## src/rtl/pll_reset_sequencer.sv

```systemverilog
// ---------------------------------------------------------------------------
// pll_reset_sequencer
//
// Purpose:
//   Watches the PLL lock indicator and drives the PLL reset. Once lock has
//   been stable for LOCK_FILTER cycles, the memory, core and video domain
//   resets are released one after another, STAGE_GAP cycles apart. The block
//   runs on the free-running reference clock, so it keeps working while the
//   PLL is unlocked. If the PLL fails to lock within RELOCK_TIMEOUT cycles,
//   it is pulsed back into reset. Any loss of lock after the first release
//   re-asserts every downstream reset as a group.
//
// Ports:
//   refclk          in   free-running reference clock, rising edge
//   rst             in   asynchronous active-high block reset
//   pll_locked      in   PLL lock flag, asynchronous to refclk
//   pll_rst         out  active-high PLL reset
//   mem_rst         out  memory domain reset request (released first)
//   core_rst        out  core domain reset request (released second)
//   video_rst       out  video domain reset request (released last)
//   ready           out  high only while every domain is released
//   lock_loss_count out  saturating count of lock losses seen in RUN
//   retry_count     out  saturating count of relock timeouts
// ---------------------------------------------------------------------------
module pll_reset_sequencer #(
  parameter int SYNC_STAGES    = 2,
  parameter int PLL_RST_CYCLES = 16,
  parameter int LOCK_FILTER    = 1024,
  parameter int STAGE_GAP      = 256,
  parameter int RELOCK_TIMEOUT = 1048576,
  parameter int CNT_W          = 8
) (
  input  logic             refclk,
  input  logic             rst,
  input  logic             pll_locked,
  output logic             pll_rst,
  output logic             mem_rst,
  output logic             core_rst,
  output logic             video_rst,
  output logic             ready,
  output logic [CNT_W-1:0] lock_loss_count,
  output logic [CNT_W-1:0] retry_count
);

  // The single timer must hold the largest terminal count of any state.
  localparam int MAX_AB  = (RELOCK_TIMEOUT > LOCK_FILTER) ? RELOCK_TIMEOUT : LOCK_FILTER;
  localparam int MAX_CD  = (STAGE_GAP > PLL_RST_CYCLES) ? STAGE_GAP : PLL_RST_CYCLES;
  localparam int T_MAX   = (MAX_AB > MAX_CD) ? MAX_AB : MAX_CD;
  localparam int TIMER_W = $clog2(T_MAX + 1);

  // The timer reads 0 on the edge that enters a state. A state whose
  // terminal count is N therefore leaves on the N-th edge after entry,
  // which is the edge on which the timer already reads N-1.
  localparam logic [TIMER_W-1:0] PLL_LAST    = TIMER_W'(PLL_RST_CYCLES - 1);
  localparam logic [TIMER_W-1:0] FILTER_LAST = TIMER_W'(LOCK_FILTER - 1);
  localparam logic [TIMER_W-1:0] GAP_LAST    = TIMER_W'(STAGE_GAP - 1);
  localparam logic [TIMER_W-1:0] RELOCK_LAST = TIMER_W'(RELOCK_TIMEOUT - 1);

  typedef enum logic [2:0] {
    S_PLL_RESET,
    S_WAIT_LOCK,
    S_FILTER,
    S_REL_MEM,
    S_REL_CORE,
    S_RUN
  } state_t;

  state_t               state_q, state_d;
  logic [TIMER_W-1:0]   timer_q, timer_d;
  logic [CNT_W-1:0]     loss_cnt_q, loss_cnt_d;
  logic [CNT_W-1:0]     retry_cnt_q, retry_cnt_d;
  logic [SYNC_STAGES-1:0] sync_q;
  logic                 lk;

  logic pll_rst_q, pll_rst_d;
  logic mem_rst_q, mem_rst_d;
  logic core_rst_q, core_rst_d;
  logic video_rst_q, video_rst_d;
  logic ready_q, ready_d;

  // ---------------------------------------------------------------------
  // Lock synchroniser: bit 0 samples the asynchronous input, the last bit
  // is the only lock view used by the sequencer.
  // ---------------------------------------------------------------------
  always_ff @(posedge refclk or posedge rst) begin
    if (rst) begin
      sync_q <= '0;
    end else begin
      sync_q <= {sync_q[SYNC_STAGES-2:0], pll_locked};
    end
  end

  assign lk = sync_q[SYNC_STAGES-1];

  // ---------------------------------------------------------------------
  // State register and registered outputs
  // ---------------------------------------------------------------------
  always_ff @(posedge refclk or posedge rst) begin
    if (rst) begin
      state_q     <= S_PLL_RESET;
      timer_q     <= '0;
      loss_cnt_q  <= '0;
      retry_cnt_q <= '0;
      pll_rst_q   <= 1'b1;
      mem_rst_q   <= 1'b1;
      core_rst_q  <= 1'b1;
      video_rst_q <= 1'b1;
      ready_q     <= 1'b0;
    end else begin
      state_q     <= state_d;
      timer_q     <= timer_d;
      loss_cnt_q  <= loss_cnt_d;
      retry_cnt_q <= retry_cnt_d;
      pll_rst_q   <= pll_rst_d;
      mem_rst_q   <= mem_rst_d;
      core_rst_q  <= core_rst_d;
      video_rst_q <= video_rst_d;
      ready_q     <= ready_d;
    end
  end

  // ---------------------------------------------------------------------
  // Next-state logic
  // ---------------------------------------------------------------------
  always_comb begin
    state_d     = state_q;
    timer_d     = timer_q + TIMER_W'(1);
    loss_cnt_d  = loss_cnt_q;
    retry_cnt_d = retry_cnt_q;

    case (state_q)
      S_PLL_RESET: begin
        if (timer_q == PLL_LAST) begin
          state_d = S_WAIT_LOCK;
        end
      end

      S_WAIT_LOCK: begin
        // Lock takes priority over a coincident timeout.
        if (lk) begin
          state_d = S_FILTER;
        end else if (timer_q == RELOCK_LAST) begin
          state_d = S_PLL_RESET;
          if (retry_cnt_q != '1) begin
            retry_cnt_d = retry_cnt_q + CNT_W'(1);
          end
        end
      end

      S_FILTER: begin
        // A drop takes priority over a coincident filter completion.
        if (!lk) begin
          state_d = S_WAIT_LOCK;
        end else if (timer_q == FILTER_LAST) begin
          state_d = S_REL_MEM;
        end
      end

      S_REL_MEM: begin
        if (!lk) begin
          state_d = S_WAIT_LOCK;
        end else if (timer_q == GAP_LAST) begin
          state_d = S_REL_CORE;
        end
      end

      S_REL_CORE: begin
        if (!lk) begin
          state_d = S_WAIT_LOCK;
        end else if (timer_q == GAP_LAST) begin
          state_d = S_RUN;
        end
      end

      S_RUN: begin
        // The timer has no use here; hold it rather than let it wrap.
        timer_d = timer_q;
        if (!lk) begin
          state_d = S_WAIT_LOCK;
          if (loss_cnt_q != '1) begin
            loss_cnt_d = loss_cnt_q + CNT_W'(1);
          end
        end
      end

      default: begin
        state_d = S_PLL_RESET;
      end
    endcase

    if (state_d != state_q) begin
      timer_d = '0;
    end
  end

  // ---------------------------------------------------------------------
  // Outputs follow the next state so that they change on the same edge as
  // the transition. Leaving REL_MEM, REL_CORE or RUN always lands in
  // WAIT_LOCK, so all domain resets re-assert together.
  // ---------------------------------------------------------------------
  always_comb begin
    pll_rst_d   = (state_d == S_PLL_RESET);
    mem_rst_d   = !((state_d == S_REL_MEM) || (state_d == S_REL_CORE) || (state_d == S_RUN));
    core_rst_d  = !((state_d == S_REL_CORE) || (state_d == S_RUN));
    video_rst_d = (state_d != S_RUN);
    ready_d     = (state_d == S_RUN);
  end

  assign pll_rst         = pll_rst_q;
  assign mem_rst         = mem_rst_q;
  assign core_rst        = core_rst_q;
  assign video_rst       = video_rst_q;
  assign ready           = ready_q;
  assign lock_loss_count = loss_cnt_q;
  assign retry_count     = retry_cnt_q;

endmodule

```

## config.mk

```make
export PLATFORM = sky130hd
export DESIGN_NAME = pll_reset_sequencer
export DESIGN_NICKNAME = d
export VERILOG_FILES = /design/src/rtl/pll_reset_sequencer.sv
export SDC_FILE = /design/constraint.sdc
export NUM_CORES = 1
export LEC_CHECK = 0
export ABC_AREA = 1
export CORE_UTILIZATION = 57
export CTS_CLUSTER_DIAMETER = 120
export CTS_CLUSTER_SIZE = 8
export DETAILED_ROUTE_END_ITERATION = 7
export GPL_ROUTABILITY_DRIVEN = 0
export HOLD_SLACK_MARGIN = 0.06
export PLACE_DENSITY = 0.79
export SLEW_MARGIN = 10
export SYNTH_ARGS = -nofsm -noshare
export SYNTH_HDL_FRONTEND = slang
export SYNTH_SLANG_ARGS = --single-unit
```

## constraint.sdc

```tcl
create_clock -name refclk -period 2.5 [get_ports refclk]
set_clock_uncertainty 0.1 [all_clocks]
set_input_delay 0.25 -clock refclk [delete_from_list [all_inputs] [get_ports refclk]]
set_output_delay 0.25 -clock refclk [all_outputs]
set_load 0.01 [all_outputs]
```

==> results.cfg, run 1 <==
[routing]
vias = 2055
initialDrtViolationCount = 80
wire_per_inst_um = 12.2
via_per_inst = 5.16
ant_nets = 0
wirelength_um = 4880
drtPass1Iterations = 4
drc = 0

[cts]
clk_latency_ns = 0.30
root_buffer = clkbuf_8
htree_levels = 2
cts_setup_buffers = 0
numCtsBuffers = 5
path_clk_slew_ns = 0.09
cts_resized = 0
cts_tree = done
ctsLongestPathBuffers = 2
clkSinkCount = 47
hold_buffers = 0

[outcome]
outcome = finished, final reports clean

[cells_and_area]
final_layout_size_suffix_gt1_share_pct = 16.2
fin_cells = 398
final_area_um2 = 2990
syn_to_final_growth_pct = 15.3
multi_input_area_um2 = 1230
fin_nets = 351
num_antenna_cells = 0
fillers = 365
seq_area_um2 = 1180

[synth]
synthArstFlopShare_pct = 100
yosysWarningCount = 0
synth_fp_nets = 322
synth_ff_type = dfrtp_1
seq_area_frac_synth_pct = 45.6
syn-mean-instance-area_um2 = 8.20
synth.largest_area_cell = dfrtp_1
synth-adder-area-share_pct = 1.45
synthXorXnorAreaFrac_pct = 10.5
ys_ff_latch = 47
synth_top_family_by_area = simple AND/OR/NAND/NOR gates
syn_inst = 316
yosysUniqueCellTypes = 29
synth_top_area_share_pct = 41.5
synth-edff-count = 0
ys_top_cells_by_area = dfrtp_1 (42%), nand2_1 (9.8%), xor2_1 (7.4%), nor2_2 (6.0%), nor2_1 (5.8%)
syn_area_um2 = 2590
synth_simple_gate_area_share_pct = 33.4
synth_compound_area_share_pct = 1.54
synth.area.mux_share_pct = 0.386

[place]
hpwlAfterDp_um = 3640
place_area_um2 = 2890
port_buffers = 23
dp.cells = 390

[worst_setup_path]
arrival_ns = 2.16
required_ns = 2.59
crit_path_max_fanout = 21
max_stage_delay_ns = 0.41
end_kind = flip-flop
path_cells = ha_1, nand2_1, nor2_2, nand4_1, nor2_2, nor2_2, nor2_4, nand2_4, nand2_1, nand2_1, nand2_2, buf_12, nor2_1
critPathLaunchType = flip-flop
path_class = flip-flop to flip-flop
critPathSlowestCell = dfrtp_1

[floorplanning]
die_h_um = 69.4
fp.coreArea_um2 = 4350
num_rows = 24
design.portCount = 24
dieArea_um2 = 4820
die-width_um = 69.4
start_util_pct = 59.5

[worst_hold_path]
hold_path_class = input pin to asynchronous set/reset pin

[timing]
tightestPinTransition_ns = 0.443
fmax_ghz = 0.482
finalSetupViolations = 0
drv_slew = 0
slew_headroom_pct = 70.4
finalCriticalPeriod_ns = 2.08
fin_setup_tns_ns = 0
rsz0062_at_grt = no
finalHoldViolations = 0
finalCritPeriodShare_pct = 83.0
whs_ns = 0.166

[global_route]
use_met1_pct = 27.9
grt_util_met3_pct = 4.36
global_route.usage.total_pct = 22.0
grt_pass1_vias = 1959
grt_pass1_wl_um = 8420
overflow = 0
use_met2_pct = 37.3
antenna_found_initial = 0
grt_max_degree = 23
busiest_layer = met2

[pwr]
vdd_ir_drop_max_mv = 0.403
p_per_area_nw_per_um2 = 653
p_leak_nw = 1.41

[job]
max_cap_violations = 0
==> synthesized netlist by cell type, types with 2 or more instances <==
cell	number
xnor2_1	9
o21ai_0	3
nor3_1	7
nand2_2	4
nand3_1	20
dfrtp_1	43
inv_1	36
dfstp_2	4
ha_1	3
inv_2	5
nor3_2	2
buf_6	2
nor2_2	25
a21oi_1	2
nand2_1	68
nor2_1	40
nand4_1	10
xor2_1	22
==> layout make-up <==
class	instances	area share, %
Clock inverter	2	0.544
Inverter	41	5.15
Clock buffer	6	2.76
Multi-Input combinational cell	224	41.0
Tap cell	52	2.18
Sequential cell	47	39.5
Timing Repair Buffer	26	8.87
==> layer usage <==
| metal | up-vias | wire, µm |
|---|---|---|
| li1 | 1031 | - |
| met1 | 980 | 2190 |
| met2 | 40 | 2460 |
| met3 | 4 | 185 |
| met4 | 0 | 40 |
| met5 | - | 0 |
==> worst paths after layout <==
| path | startpoint | endpoint | slack, ns | cells past startpoint |
|---|---|---|---|---|
| max | timer_q[0] | timer_q[14] | 0.42 | 13 |
| min | rst | lock_loss_count[1] | 0.17 | 2 |
| max reg2reg | timer_q[0] | timer_q[14] | 0.42 | 13 |
| min reg2reg | sync_q[0] | sync_q[1] | 0.27 | 0 |
| max in group asynchronous | rst | core_rst | 1.50 | 3 |
| min in group refclk | sync_q[0] | sync_q[1] | 0.27 | 0 |
==> cells by family after synthesis <==
group           Yosys count
fa+ha+maj                 3
flops                    47
mux                       1
buf+inv                  45
xor+xnor                 31
simple gates            182
compound gates            7
==> state kept, by name, summed over array words and instances (netlist names) <==
name             count
mem_rst              1
pll_rst              1
sync_q               2
state_q              3
ready                1
core_rst             1
retry_count          8
video_rst            1
lock_loss_count      8
timer_q             21
==> metrics by stage <==
stage	worst slack [ns]	util, %	power, mW
floorplan	0.651	-	1.37
detailed placement	0.418	66.4	1.49
CTS	0.409	68.7	1.98
global placement	0.514	66.4	1.47
finish	0.424	68.7	1.95
global route	0.238	68.7	2.06
==> worst max-delay path, delay by kind of cell, from the launching register on <==
kind	cells	cell delay (ns)
AND/OR/NAND/NOR	11	1.06
buffers and inverters	1	0.19
flip-flops	1	0.41
adder cells (fa/ha/maj)	1	0.21
==> where the power goes <==
group | total, mW | internal [mW] | switching (mW)
registers | 0.888 | 0.816 | 0.0716
logic | 0.584 | 0.215 | 0.370
clock network | 0.480 | 0.226 | 0.254
total | 1.95 | 1.26 | 0.695
==> cell usage in the layout (no fill, tap or decap), drive strengths merged <==
master         count
a22oi              1
clkbuf             6
mux2i              1
clkinv             1
nand2             73
dfrtp             43
ha                 3
inv               41
nand4             10
clkdlybuf4s50     23
a21oi              2
o21ai              3
clkinvlp           1
xnor2              9
nand3b             1
nor2              66
nor3              10
a21o               1
nand3             21
dfstp              4
buf                3
nor4               1
xor2              22
(Power assumes the default switching activity.)
==> inputs of run 2 (changes only) <==
--- a/config.mk
+++ b/config.mk
@@ -6,13 +6,13 @@
 export NUM_CORES = 1
 export LEC_CHECK = 0
 export ABC_AREA = 1
-export CORE_UTILIZATION = 57
+export CORE_UTILIZATION = 52
 export CTS_CLUSTER_DIAMETER = 120
 export CTS_CLUSTER_SIZE = 8
 export DETAILED_ROUTE_END_ITERATION = 7
 export GPL_ROUTABILITY_DRIVEN = 0
 export HOLD_SLACK_MARGIN = 0.06
-export PLACE_DENSITY = 0.79
+export PLACE_DENSITY = 0.76
 export SLEW_MARGIN = 10
 export SYNTH_ARGS = -nofsm -noshare
 export SYNTH_HDL_FRONTEND = slang
==> constraint.sdc (replaced) <==
create_clock -name refclk -period 1.8 [get_ports refclk]
set_clock_uncertainty 0.1 [all_clocks]
set_input_delay 0.18 -clock refclk [delete_from_list [all_inputs] [get_ports refclk]]
set_output_delay 0.18 -clock refclk [all_outputs]
set_load 0.01 [all_outputs]
==> run 2 against run 1 <==
Die area up 9.3%. Register-to-register slack worse by 0.78 ns. Sequential power up 36%. Clock-buffer cell count down 1. Critical path depth up 2. Via count up 14%. Power up 70%. The flow now finishes with violations (negative setup slack). Flip-flop and latch count unchanged. Routed wire length up 33%. Cell count up 16%. Combinational power up 130%. Sequential share of layout area down 7.5 points.
==> results.cfg, run 2 (synthesized netlist as in run 1, its figures left out) <==
[outcome]
outcome = finished with violations
violations = negative setup slack

[routing]
wire_per_inst_um = 14.0
initialDrtViolationCount = 142
drc = 0
vias = 2333
ant_nets = 0
via_per_inst = 5.04
drtPass1Iterations = 4
wirelength_um = 6490

[worst_setup_path]
r2r-start = timer_q[0]
critPathBufInv = 2
critPathSlowestCell = dfrtp_1
max_stage_delay_ns = 0.39
startpoint = timer_q[0]
crit_path_max_fanout = 8
r2r_slack_ns = -0.35
critPathLaunchType = flip-flop
path_class = flip-flop to flip-flop
path_cells = ha_2, nand2_2, nor2_4, nand2_2, buf_4, nor2_1, nand2_1, nand3_2, nor2_4, nand2_4, nand2_1, nand2_2, nand2_4, buf_12, nor2_1
worst_path_most_repeated_cell = nand2_2
reg2reg_depth = 15
arrival_ns = 2.29
end_kind = flip-flop
crit_family = simple AND/OR/NAND/NOR gates
required_ns = 1.94
rr_endpoint = timer_q[14]

[cts]
root_buffer = clkbuf_8
clkSinkCount = 47
cts_tree = done
numCtsBuffers = 5
ctsLongestPathBuffers = 2
clk_latency_ns = 0.31
path_clk_slew_ns = 0.09
htree_levels = 2

[floorplanning]
die_h_um = 72.6
start_util_pct = 54.5
dieArea_um2 = 5270
fp.coreArea_um2 = 4750
num_rows = 25
die-width_um = 72.6
design.portCount = 24

[timing]
rsz0062_at_grt = yes
finalSetupViolations = 33
finalHoldViolations = 0
tightestPinTransition_ns = 0.333
finalCriticalPeriod_ns = 2.15
finalCritPeriodShare_pct = 120
fin_setup_tns_ns = -8.23
slew_headroom_pct = 77.8
drv_slew = 0
fmax_ghz = 0.465
setup_slack_ns = -0.353

[worst_hold_path]
hold_path_end = sync_q[0]
holdPathStages = 1
hold_start = pll_locked
hold_path_class = input pin to flip-flop

[pwr]
power_frac_seq_pct = 36.3
power.switching_mw = 1.17
p_leak_nw = 1.74
p_clk_share_pct = 23.4
p_int_mw = 2.15
vdd_ir_drop_max_mv = 0.597
pwr-share-comb_pct = 40.4
swShare_pct = 35.3
p_per_area_nw_per_um2 = 901

[cells_and_area]
largest_register = timer_q
multi_input_area_um2 = 1440
seq_area_um2 = 1180
mostFrequentLayoutCell = nand2_1
largest_reg_flops = 21
final_layout_size_suffix_gt1_share_pct = 35.9
fin_nets = 401
fin_cells = 463
final_cell_mix = nand2_1 (54), dfrtp_1 (43), buf_4 (41)
fillers = 327
num_antenna_cells = 0
syn_to_final_growth_pct = 42.2
fin_util_pct = 77.6

[place]
hpwlAfterDp_um = 4290
dp_slack_ns = -0.208
dp.cells = 449
port_buffers = 23

[job]
max_cap_violations = 0

[global_route]
grt_pass1_wl_um = 10000
overflow = 0
grt_max_degree = 24
antenna_found_initial = 0
grt_pass1_vias = 2253
global_route.usage.total_pct = 24.9
## run 2: changes by cell type in the layout (fill, tap and decap cells not counted), moves of 3 or more
cell     previous run  this run
nor3_2              2         5
nand2_1            68        54
buf_4               2        41
nor2_1             40        33
buf_6               0         8
nand3_2             1         7
nand3_1            20        13
nand2_2             4        13
nand2_4             1         5
nor2_4              1        10
nor3_1              7         4
## run 2: power groups by stage
| stage | clock network [mW] | logic, mW | registers (mW) |
|---|---|---|---|
| floorplan | 0 | 0.691 | 1.22 |
| global placement | 0 | 0.958 | 1.21 |
| detailed placement | 0 | 0.980 | 1.21 |
| CTS | 0.792 | 1.23 | 1.20 |
| global route | 0.844 | 1.44 | 1.21 |
| finish | 0.776 | 1.34 | 1.21 |
## run 2: routing by layer
metal | track usage, % | wire length (µm) | up-vias
li1 | - | - | 1137
met1 | 30.5 | 2680 | 1130
met2 | 43.9 | 3390 | 50
met3 | 4.42 | 275 | 16
met4 | 9.37 | 148 | 0
met5 | 0 | 0 | -
## run 2: what timing repair did
item / in CTS / in global routing
gates resized for setup: 14 / 52
endpoints found under the hold margin: 12 / 0
endpoints found under the setup margin: 32 / 40
buffers inserted: 1 / 4
pin swaps: 8 / 15
hold buffers: 1 / 0
cloned: 1 / 0
## run 2: worst max-delay path by stage
| stage | depth (start not counted) | endpoint |
|---|---|---|
| after global placement | 10 | retry_count[5] |
| after CTS | 15 | timer_q[6] |
| final | 15 | timer_q[14] |
| after floorplan | 13 | timer_q[20] |
| after detailed placement | 13 | timer_q[14] |
| after global routing | 15 | timer_q[5] |
## run 2: metrics by stage
stage | hold slack, ns | instance area [µm²] | power [mW]
2_1_floorplan | 0.111 | 2590 | 1.91
4_1_cts | 0.194 | 3460 | 3.21
3_5_place_dp | 0.235 | 3260 | 2.19
3_3_place_gp | 0.234 | 3260 | 2.17
5_1_grt | 0.224 | 3690 | 3.49
6_report | 0.218 | 3690 | 3.32
## run 2: final cells by class
cell class / instances / share of cell area, %
inverters: 41 / 4.45
clock inverters: 3 / 1.19
clock buffers: 5 / 1.87
well taps: 67 / 2.27
flip-flops and latches: 47 / 32.0
repair buffers: 76 / 19.1
multi-input cells: 224 / 39.1
==> inputs of run 3 (changes only) <==
--- a/config.mk
+++ b/config.mk
@@ -6,13 +6,13 @@
 export NUM_CORES = 1
 export LEC_CHECK = 0
 export ABC_AREA = 1
-export CORE_UTILIZATION = 52
+export CORE_UTILIZATION = 61
 export CTS_CLUSTER_DIAMETER = 120
 export CTS_CLUSTER_SIZE = 8
 export DETAILED_ROUTE_END_ITERATION = 7
 export GPL_ROUTABILITY_DRIVEN = 0
 export HOLD_SLACK_MARGIN = 0.06
-export PLACE_DENSITY = 0.76
+export PLACE_DENSITY = 0.84
 export SLEW_MARGIN = 10
 export SYNTH_ARGS = -nofsm -noshare
 export SYNTH_HDL_FRONTEND = slang
==> constraint.sdc (replaced) <==
create_clock -name refclk -period 2.7 [get_ports refclk]
set_clock_uncertainty 0.1 [all_clocks]
set_input_delay 0.27 -clock refclk [delete_from_list [all_inputs] [get_ports refclk]]
set_output_delay 0.27 -clock refclk [all_outputs]
set_load 0.01 [all_outputs]
==> run 3 against run 2 <==
The flow now finishes without violations. Critical path depth down 2. Maximum frequency is 5.7% lower. Via count fell by 12%. Utilization is 3.5 points lower. Hold slack worse by 0.029 ns. Largest power group is now registers. Critical path type unchanged. Highest routed layer unchanged.
==> results.cfg, run 3 (synthesized netlist as in run 1, its figures left out) <==
[global_route]
grt_max_degree = 24
overflow = 0
grt_pass1_vias = 1874
grt_pass1_wl_um = 8270
antenna_found_initial = 0
global_route.usage.total_pct = 24.6

[timing]
fin_setup_tns_ns = 0
fmax_ghz = 0.438
setup_slack_ns = 0.417
slew_headroom_pct = 70.4
drv_slew = 0
finalHoldViolations = 0
finalSetupViolations = 0
finalCriticalPeriod_ns = 2.28
finalCritPeriodShare_pct = 84.6
rsz0062_at_grt = no
tightestPinTransition_ns = 0.444

[pwr]
p_leak_nw = 1.41
vdd_ir_drop_max_mv = 0.325
p_per_area_nw_per_um2 = 600

[floorplanning]
dieArea_um2 = 4510
die-width_um = 67.2
num_rows = 23
die_h_um = 67.2
fp.coreArea_um2 = 4030
start_util_pct = 64.3
design.portCount = 24

[routing]
drtPass1Iterations = 4
wire_per_inst_um = 12.7
ant_nets = 0
vias = 2058
initialDrtViolationCount = 170
drc = 0
via_per_inst = 5.20
wirelength_um = 5030

[cts]
path_clk_slew_ns = 0.09
clk_latency_ns = 0.30
clkSinkCount = 47
cts_setup_buffers = 0
cts_tree = done
hold_buffers = 0
root_buffer = clkbuf_8
numCtsBuffers = 5
htree_levels = 2
ctsLongestPathBuffers = 2
cts_resized = 0

[cells_and_area]
syn_to_final_growth_pct = 15.1
mostFrequentLayoutCell = nand2_1
final_cell_mix = nand2_1 (68), dfrtp_1 (43), nor2_1 (40)
final_layout_size_suffix_gt1_share_pct = 16.2
num_antenna_cells = 0
largest_reg_flops = 21
largest_register = timer_q
fin_nets = 351

[place]
dp_slack_ns = 0.444
hpwlAfterDp_um = 3790
port_buffers = 23

[worst_setup_path]
critPathLaunchType = flip-flop
required_ns = 2.80
end_kind = flip-flop
r2r_slack_ns = 0.42
arrival_ns = 2.38
path_cells = ha_1, nand2_1, nor2_2, nand2_2, inv_2, nand3_2, o21ai_0, nand3_1, nand2_1, nor2_1, nand2_2, buf_12, nor2_2
crit_path_max_fanout = 11
max_stage_delay_ns = 0.40
path_class = flip-flop to flip-flop
critPathSlowestCell = dfrtp_1

[outcome]
outcome = finished, final reports clean

[worst_hold_path]
hold_path_class = input pin to asynchronous set/reset pin

[job]
max_cap_violations = 0
## run 3: cell types whose count changed in the layout (fill, tap and decap cells not counted), moves of 4 or more
| cell | previous run | this run |
|---|---|---|
| nor2_1 | 33 | 40 |
| nand2_4 | 5 | 1 |
| nand2_2 | 13 | 4 |
| nand2_1 | 54 | 68 |
| buf_6 | 8 | 0 |
| nand3_1 | 13 | 20 |
| nand3_2 | 7 | 1 |
| nor2_4 | 10 | 1 |
| buf_4 | 41 | 2 |
## run 3: through the flow
stage	std cells	hold WS [ns]	util (%)	instance area [µm²]	power [mW]
final	396	0.189	74.0	2980	1.79
after global routing	396	0.222	74.0	2980	1.90
after CTS	396	0.201	74.0	2980	1.80
after detailed placement	388	0.236	71.7	2890	1.37
after global placement	388	0.233	71.7	2890	1.35
after floorplan	316	0.201	-	2590	1.27
## run 3: worst max-delay path: cells and delay by family, from the launching register on
kind	cells	cell delay [ns]
flip-flops	1	0.40
AND/OR/NAND/NOR	9	0.95
adder cells (fa/ha/maj)	1	0.20
AO/OA/AOI/OAI	1	0.24
buffers and inverters	2	0.29
## run 3: area by class of cell
class,instances,area [µm²]
multi-input combinational,224,1230
sequential,47,1180
fill,307,1050
timing repair buffer,26,265
inverter,41,154
clock buffer,5,68.8
tap,50,62.6
clock inverter,3,25.0
## run 3: routing by layer
| layer | up-vias | share of wire, % | wire, µm | track usage, % |
|---|---|---|---|---|
| li1 | 1038 | - | - | - |
| met4 | 0 | 1.0 | 51 | 5.85 |
| met2 | 43 | 49 | 2480 | 42.0 |
| met5 | - | 0 | 0 | 0 |
| met3 | 6 | 3.7 | 185 | 5.07 |
| met1 | 971 | 46 | 2310 | 32.0 |
## run 3: path summary, 6_finish.rpt
path,from,endpoint,cells after the start
setup / recovery,timer_q[0],timer_q[0],13
hold / removal,rst,lock_loss_count[0],2
setup reg to reg,timer_q[0],timer_q[0],13
hold reg to reg,sync_q[0],sync_q[1],0
max in group asynchronous,rst,pll_rst,3
min in group refclk,sync_q[0],sync_q[1],0
## run 3: where the power goes
group	leakage, nW	switching [mW]	internal (mW)
clock	0.0443	0.246	0.185
combinational	0.733	0.338	0.196
sequential	0.631	0.0679	0.756
total	1.41	0.652	1.14
